## src/rtl/rfg_register_bank.sv

```systemverilog
`default_nettype none
// ============================================================================
//  Module   : rfg_register_bank
//  Purpose  : Byte-wide register bank with eight control registers, an ID
//             constant, a 32-bit transaction counter with a read snapshot,
//             a readout FIFO with level/status reporting, and a one-cycle
//             registered read response path.
//  Revision : 1.0  initial release
// ============================================================================
module rfg_register_bank #(
    parameter int unsigned FIFO_DEPTH = 16,
    parameter logic [7:0]  ID_VALUE   = 8'hA5
) (
    input  logic        aclk,
    input  logic        aresetn,
    input  logic [15:0] rfg_address,
    input  logic [7:0]  rfg_write_value,
    input  logic        rfg_write,
    input  logic        rfg_write_last,
    input  logic        rfg_read,
    output logic        rfg_read_valid,
    output logic [7:0]  rfg_read_value,
    output logic [63:0] ctrl_regs,
    input  logic [7:0]  fifo_wdata,
    input  logic        fifo_wvalid,
    output logic        fifo_wready
);

    localparam int unsigned  c_aw         = $clog2(FIFO_DEPTH);
    localparam logic [c_aw:0] c_full_level = (c_aw + 1)'(FIFO_DEPTH);

    logic [7:0]      r_ctrl [0:7];
    logic [31:0]     r_counter;
    logic [31:0]     r_snapshot;
    logic [7:0]      r_mem [0:FIFO_DEPTH-1];
    logic [c_aw-1:0] r_wr_ptr;
    logic [c_aw-1:0] r_rd_ptr;
    logic [c_aw:0]   r_level;
    logic            r_overflow;
    logic            r_underflow;
    logic            r_ready_en;
    logic            r_read_valid;
    logic [7:0]      r_read_value;

    logic            w_is_ctrl;
    logic            w_full;
    logic            w_empty;
    logic            w_push;
    logic            w_fifo_rd;
    logic            w_pop;
    logic            w_status_wr;
    logic            w_ovf_set;
    logic            w_unf_set;
    logic [7:0]      w_rdata;

    assign w_is_ctrl   = (rfg_address[15:3] == 13'd0);
    assign w_full      = (r_level == c_full_level);
    assign w_empty     = (r_level == '0);
    // The push handshake is held off during reset and the cycle it releases.
    assign fifo_wready = r_ready_en && !w_full;
    assign w_push      = fifo_wvalid && fifo_wready;
    assign w_fifo_rd   = rfg_read && (rfg_address == 16'h0010);
    assign w_pop       = w_fifo_rd && !w_empty;
    assign w_status_wr = rfg_write && (rfg_address == 16'h0012);
    assign w_ovf_set   = fifo_wvalid && w_full;
    assign w_unf_set   = w_fifo_rd && w_empty;

    assign rfg_read_valid = r_read_valid;
    assign rfg_read_value = r_read_value;

    generate
        for (genvar i = 0; i < 8; i++) begin : g_ctrl_out
            assign ctrl_regs[8*i +: 8] = r_ctrl[i];
        end
    endgenerate

    // Control registers: byte-addressed writes into 0x0000..0x0007.
    always_ff @(posedge aclk or negedge aresetn) begin
        if (!aresetn) begin
            for (int i = 0; i < 8; i++) r_ctrl[i] <= 8'h00;
        end else if (rfg_write && w_is_ctrl) begin
            r_ctrl[rfg_address[2:0]] <= rfg_write_value;
        end
    end

    // Transaction counter (clear on write to 0x0009 beats increment) and snapshot.
    always_ff @(posedge aclk or negedge aresetn) begin
        if (!aresetn) begin
            r_counter  <= 32'd0;
            r_snapshot <= 32'd0;
        end else begin
            if (rfg_write && (rfg_address == 16'h0009))
                r_counter <= 32'd0;
            else if (rfg_write && rfg_write_last)
                r_counter <= r_counter + 32'd1;
            if (rfg_read && (rfg_address == 16'h0009))
                r_snapshot <= r_counter;
        end
    end

    // FIFO storage; contents need no reset because the level gates all reads.
    always_ff @(posedge aclk) begin
        if (w_push) r_mem[r_wr_ptr] <= fifo_wdata;
    end

    // FIFO pointers, level and the push-enable that rises after reset release.
    always_ff @(posedge aclk or negedge aresetn) begin
        if (!aresetn) begin
            r_wr_ptr   <= '0;
            r_rd_ptr   <= '0;
            r_level    <= '0;
            r_ready_en <= 1'b0;
        end else begin
            r_ready_en <= 1'b1;
            if (w_push) r_wr_ptr <= r_wr_ptr + 1'b1;
            if (w_pop)  r_rd_ptr <= r_rd_ptr + 1'b1;
            case ({w_push, w_pop})
                2'b10:   r_level <= r_level + 1'b1;
                2'b01:   r_level <= r_level - 1'b1;
                default: r_level <= r_level;
            endcase
        end
    end

    // Sticky status flags, write-1-to-clear; a same-cycle set takes priority.
    always_ff @(posedge aclk or negedge aresetn) begin
        if (!aresetn) begin
            r_overflow  <= 1'b0;
            r_underflow <= 1'b0;
        end else begin
            r_overflow  <= (r_overflow  && !(w_status_wr && rfg_write_value[0])) || w_ovf_set;
            r_underflow <= (r_underflow && !(w_status_wr && rfg_write_value[1])) || w_unf_set;
        end
    end

    // Read data mux over pre-update state, so same-cycle writes are not visible.
    always_comb begin
        w_rdata = 8'h00;
        if (w_is_ctrl) begin
            w_rdata = r_ctrl[rfg_address[2:0]];
        end else begin
            case (rfg_address)
                16'h0008: w_rdata = ID_VALUE;
                16'h0009: w_rdata = r_counter[7:0];
                16'h000A: w_rdata = r_snapshot[15:8];
                16'h000B: w_rdata = r_snapshot[23:16];
                16'h000C: w_rdata = r_snapshot[31:24];
                16'h0010: w_rdata = w_empty ? 8'h00 : r_mem[r_rd_ptr];
                16'h0011: w_rdata = 8'(r_level);
                16'h0012: w_rdata = {6'd0, r_underflow, r_overflow};
                default:  w_rdata = 8'h00;
            endcase
        end
    end

    // One-cycle registered read response, one byte per read strobe.
    always_ff @(posedge aclk or negedge aresetn) begin
        if (!aresetn) begin
            r_read_valid <= 1'b0;
            r_read_value <= 8'h00;
        end else begin
            r_read_valid <= rfg_read;
            r_read_value <= rfg_read ? w_rdata : 8'h00;
        end
    end

endmodule
`default_nettype wire

```

## config.mk

```make
export PLATFORM = sky130hd
export DESIGN_NAME = rfg_register_bank
export DESIGN_NICKNAME = d
export VERILOG_FILES = /design/src/rtl/rfg_register_bank.sv
export SDC_FILE = /design/constraint.sdc
export NUM_CORES = 1
export LEC_CHECK = 0
export BUFFER_PORTS_ARGS = -buffer_cell sky130_fd_sc_hd__clkbuf_2
export CORE_MARGIN = 5
export CORE_UTILIZATION = 55
export CTS_BUF_LIST = sky130_fd_sc_hd__clkbuf_16
export CTS_CLUSTER_DIAMETER = 200
export DETAILED_ROUTE_END_ITERATION = 6
export PLACE_DENSITY = 0.81
export SETUP_SLACK_MARGIN = 0.3
export SLEW_MARGIN = 20
export SYNTH_ARGS = -nofsm -noshare
export SYNTH_HDL_FRONTEND = slang
export SYNTH_SLANG_ARGS = --single-unit
```

## constraint.sdc

```tcl
create_clock -name aclk -period 3.45 [get_ports aclk]
set_input_delay 0.1725 -clock aclk [delete_from_list [all_inputs] [get_ports aclk]]
set_output_delay 0.1725 -clock aclk [all_outputs]
set_load 0.03 [all_outputs]
```

==> summary.md <==
| Metric | Value |
|---|---|
| Status | `completed` |
| 1st-iter DRT viols | `roughly 700` |
| Clk Latency, worst-skew pair | `0.55 ns` |
| MaxCap Viol Count | `0` |
| Clock tree from TritonCTS | `done` |
| Postcts setup bufs | `0` |
| Avg Cell Area, Syn | `about 14 sq um` |
| Worst Max-Slew Pin Slew | `roughly 0.94 ns` |
| Largest area contributor in the netlist | `edfxtp_1` |
| Peak supply drop | `between 0.0004 and 0.0005 V` |
| Vias in the first global route | `just under 8k` |
| Net Sw Frac | `0.246` |
| Synth unique cells | `around 70` |
| Total negative slack | `0 ns` |
| Syn nets | `between 800 and 900` |
| Initial core utilization | `0.559` |
| Routed vias | `slightly below 8k` |
| Critical Path Fanout Max | `8` |
| DR WL/cell | `~23 microns` |
| Post-Place Cells | `around 1.2k` |
| Synth top area cells | `edfxtp_1, dfrtp_1, mux4_2` |
| CP Data Arrival Time | `3.29 ns` |
| Clk slew on worst S/H paths | `0.06 ns` |
| Residual DRC count | `0` |
| Combinational share of power | `0.075` |
| Register area share after synthesis | `0.613` |
| Fmax | `0.349 GHz` |
| Yosys reg bits | `between 200 and 300` |
| Final HPWL DP | `approximately 20 mm` |
| Layout Nets | `1,016` |
| Flop pwr share | `0.540` |
| # rows | `54` |
| Largest net degree at the start of global routing | `between 100 and 150` |
| Worst endpoint required time | `3.87 ns` |
| Total die area | `25,300 sq um` |
| Post-layout min period | `2.87 ns` |
| Input/output buffers | `between 100 and 150` |
| Final Hold Vio Count | `0` |
| Htree depth | `1` |
| Synth-to-Final Area Change | `14.3%` |
| Drt first pass iters | `5` |
| Diode count | `0` |
| Core Region | `about 22,000 sq um` |
| Routed Antenna Nets | `0` |
| CP endpoint kind | `flop` |
| Synth Flop Type | `dfrtp_1` |
| Clock skew | `roughly 0.020 ns` |
| Yosys warns | `0` |
| Clock power share | `0.385` |
| Vias per cell | `approximately 6.2` |
| # IOs | `112` |
| Global Route Usage Sum | `0.223` |
| Count leader, synth | `dfrtp_1` |
| Hold/Removal Path Class | `primary input to flop` |
| First-pass GRT wire length | `around 46 mm` |
| Post-synth top cells | `dfrtp_1, edfxtp_1, mux2_2` |
| Fin area | `roughly 14,000 sq um` |
| Chip Width | `roughly 160 microns` |
| Clock Sinks | `around 270` |
| Top cell type's share of synthesized area | `0.315` |
| # resized after CTS | `0` |
| CTS root buffer | `clkbuf_16` |
| Number of flops mapped to enable cells by yosys | `128` |
| Die Span Y | `about 160 microns` |
| Internal power | `about 5000 uW` |
| Async set or reset register ratio after synthesis | `0.531` |
| Period utilization | `0.832` |
| Final-report setup violation count | `0` |
| Area after DPL | `13,100 sq um` |
| Gate Count Post-Synth | `845` |
| CTS Buffer Depth | `3` |
| Final Power | `between 6000 and 7000 uW` |
| Fraction of layout cells with a size suffix above 1 | `0.314` |
| Crit path kind | `flop to flop` |
| TritonCTS Buffers | `27` |
| Mapped Area | `between 10,000 and 15,000 sq um` |
| Startpoint types | `flop` |
| Routed wire length | `around 29 mm` |
| Initial antenna violation count | `0` |
| GPL Wtd Cong | `between 0.8 and 0.9` |
| Slew margin rel. | `0.376` |
| Total gr overflow | `0` |
| Final instance count without filler cells | `~1.3k` |
| P_leak | `around 0.0058 uW` |
| PD cells | `489 nW/um^2` |
| Psw | `roughly 1700 uW` |
| RSZ-0062 raised after global routing | `no` |
| Final Max Tran Viols | `0` |
-- cells by family (layout without fill, tap and decap cells) --
group | count (synthesis) | in the layout | share of synthesized area
compound gates | 80 | 80 | 0.0449
mux | 148 | 148 | 0.180
xor+xnor | 33 | 33 | 0.0237
simple gates | 244 | 244 | 0.110
fa+ha+maj | 9 | 9 | 0.00923
flops | 273 | 273 | 0.613
buf+inv | 57 | 202 | 0.0192
other cells | 1 | 1 | 0.000307
-- cells in the final DEF (no fill, tap or decap), types with 15 or more instances in the layout --
cell type  instances
xnor2_1           15
clkbuf_2         110
dfrtp_1          145
nand2_1           49
o21ai_0           15
inv_1             20
buf_4             18
nor2_1            50
edfxtp_1         128
clkbuf_16         27
nand3_1           37
xor2_1            18
mux4_2            48
mux2_2            87
-- worst paths after layout --
path | endpoint | cells after the start | startpoint | slack [ns]
min in group asynchronous | ctrl_regs[22]$_DFFE_PN0P_ | 2 | aresetn | 0.32
worst min register to register | r_snapshot[20]$_DFFE_PN0P_ | 1 | r_snapshot[20]$_DFFE_PN0P_ | 0.51
max in group asynchronous | r_counter[18]$_DFFE_PN0P_ | 3 | aresetn | 2.28
worst max register to register | r_level[4]$_DFFE_PN0P_ | 12 | r_level[2]$_DFFE_PN0P_ | 0.58
worst min-delay path | ctrl_regs[40]$_DFFE_PN0P_ | 2 | rfg_write_value[0] | 0.04
worst max-delay path | r_level[4]$_DFFE_PN0P_ | 12 | r_level[2]$_DFFE_PN0P_ | 0.58
-- what timing repair did --
item	4_1_cts	5_1_grt
setup endpoints to repair	0	0
hold endpoints to repair	151	0
hold buffers	10	0
-- sequential cells by signal (all words and copies together), names as in the netlist --
name            flops
r_overflow          1
rfg_read_value      8
r_level             5
rfg_read_valid      1
r_mem             128
r_ready_en          1
r_counter          32
r_rd_ptr            4
r_wr_ptr            4
r_snapshot         24
r_underflow         1
ctrl_regs          64
-- area by class of cell --
class | instances | area, sq um
clock buffers | 27 | 676
multi-input cells | 515 | 4490
clock inverters | 23 | 111
well taps | 280 | 350
repair buffers | 139 | 797
inverters | 13 | 48.8
flip-flops and latches | 273 | 7470
fillers | 1541 | 7880
-- critical path, cell delays in order (launching register included) --
cell and delay (ns):
dfrtp_1 0.50, nor4_1 0.11, and2_1 0.19, or3_1 0.41, inv_1 0.16, ha_1 0.35
xor2_1 0.12, ha_1 0.23, a211oi_1 0.23, a21oi_1 0.07, a32oi_1 0.17, nor2_1 0.07
xnor2_1 0.12
-- per-layer routing --
layer,part of all wire,GRT usage,up-vias
met1,0.42,0.323,3948
met5,0,0,-
met4,0.024,0.0547,0
li1,-,-,3472
met2,0.48,0.356,388
met3,0.084,0.0417,49
-- stage by stage --
stage | util | hold WS (ns) | setup WS (ns)
after floorplan | - | -0.123 | 0.522
after global placement | 0.598 | 0.339 | 0.571
after detailed placement | 0.598 | 0.341 | 0.481
after CTS | 0.639 | 0.0157 | 0.613
after global routing | 0.639 | 0.0188 | 0.347
final | 0.639 | 0.0431 | 0.581
-- power by group through the flow --
| stage | combinational [uW] | sequential, uW | clock [uW] |
|---|---|---|---|
| 2_1_floorplan | 337 | 3670 | 0 |
| 3_3_place_gp | 474 | 3730 | 0 |
| 3_5_place_dp | 500 | 3740 | 0 |
| 4_1_cts | 515 | 3680 | 2660 |
| 5_1_grt | 564 | 3690 | 2800 |
| 6_report | 513 | 3680 | 2630 |
No activity file was read; power rests on OpenSTA's default activity.
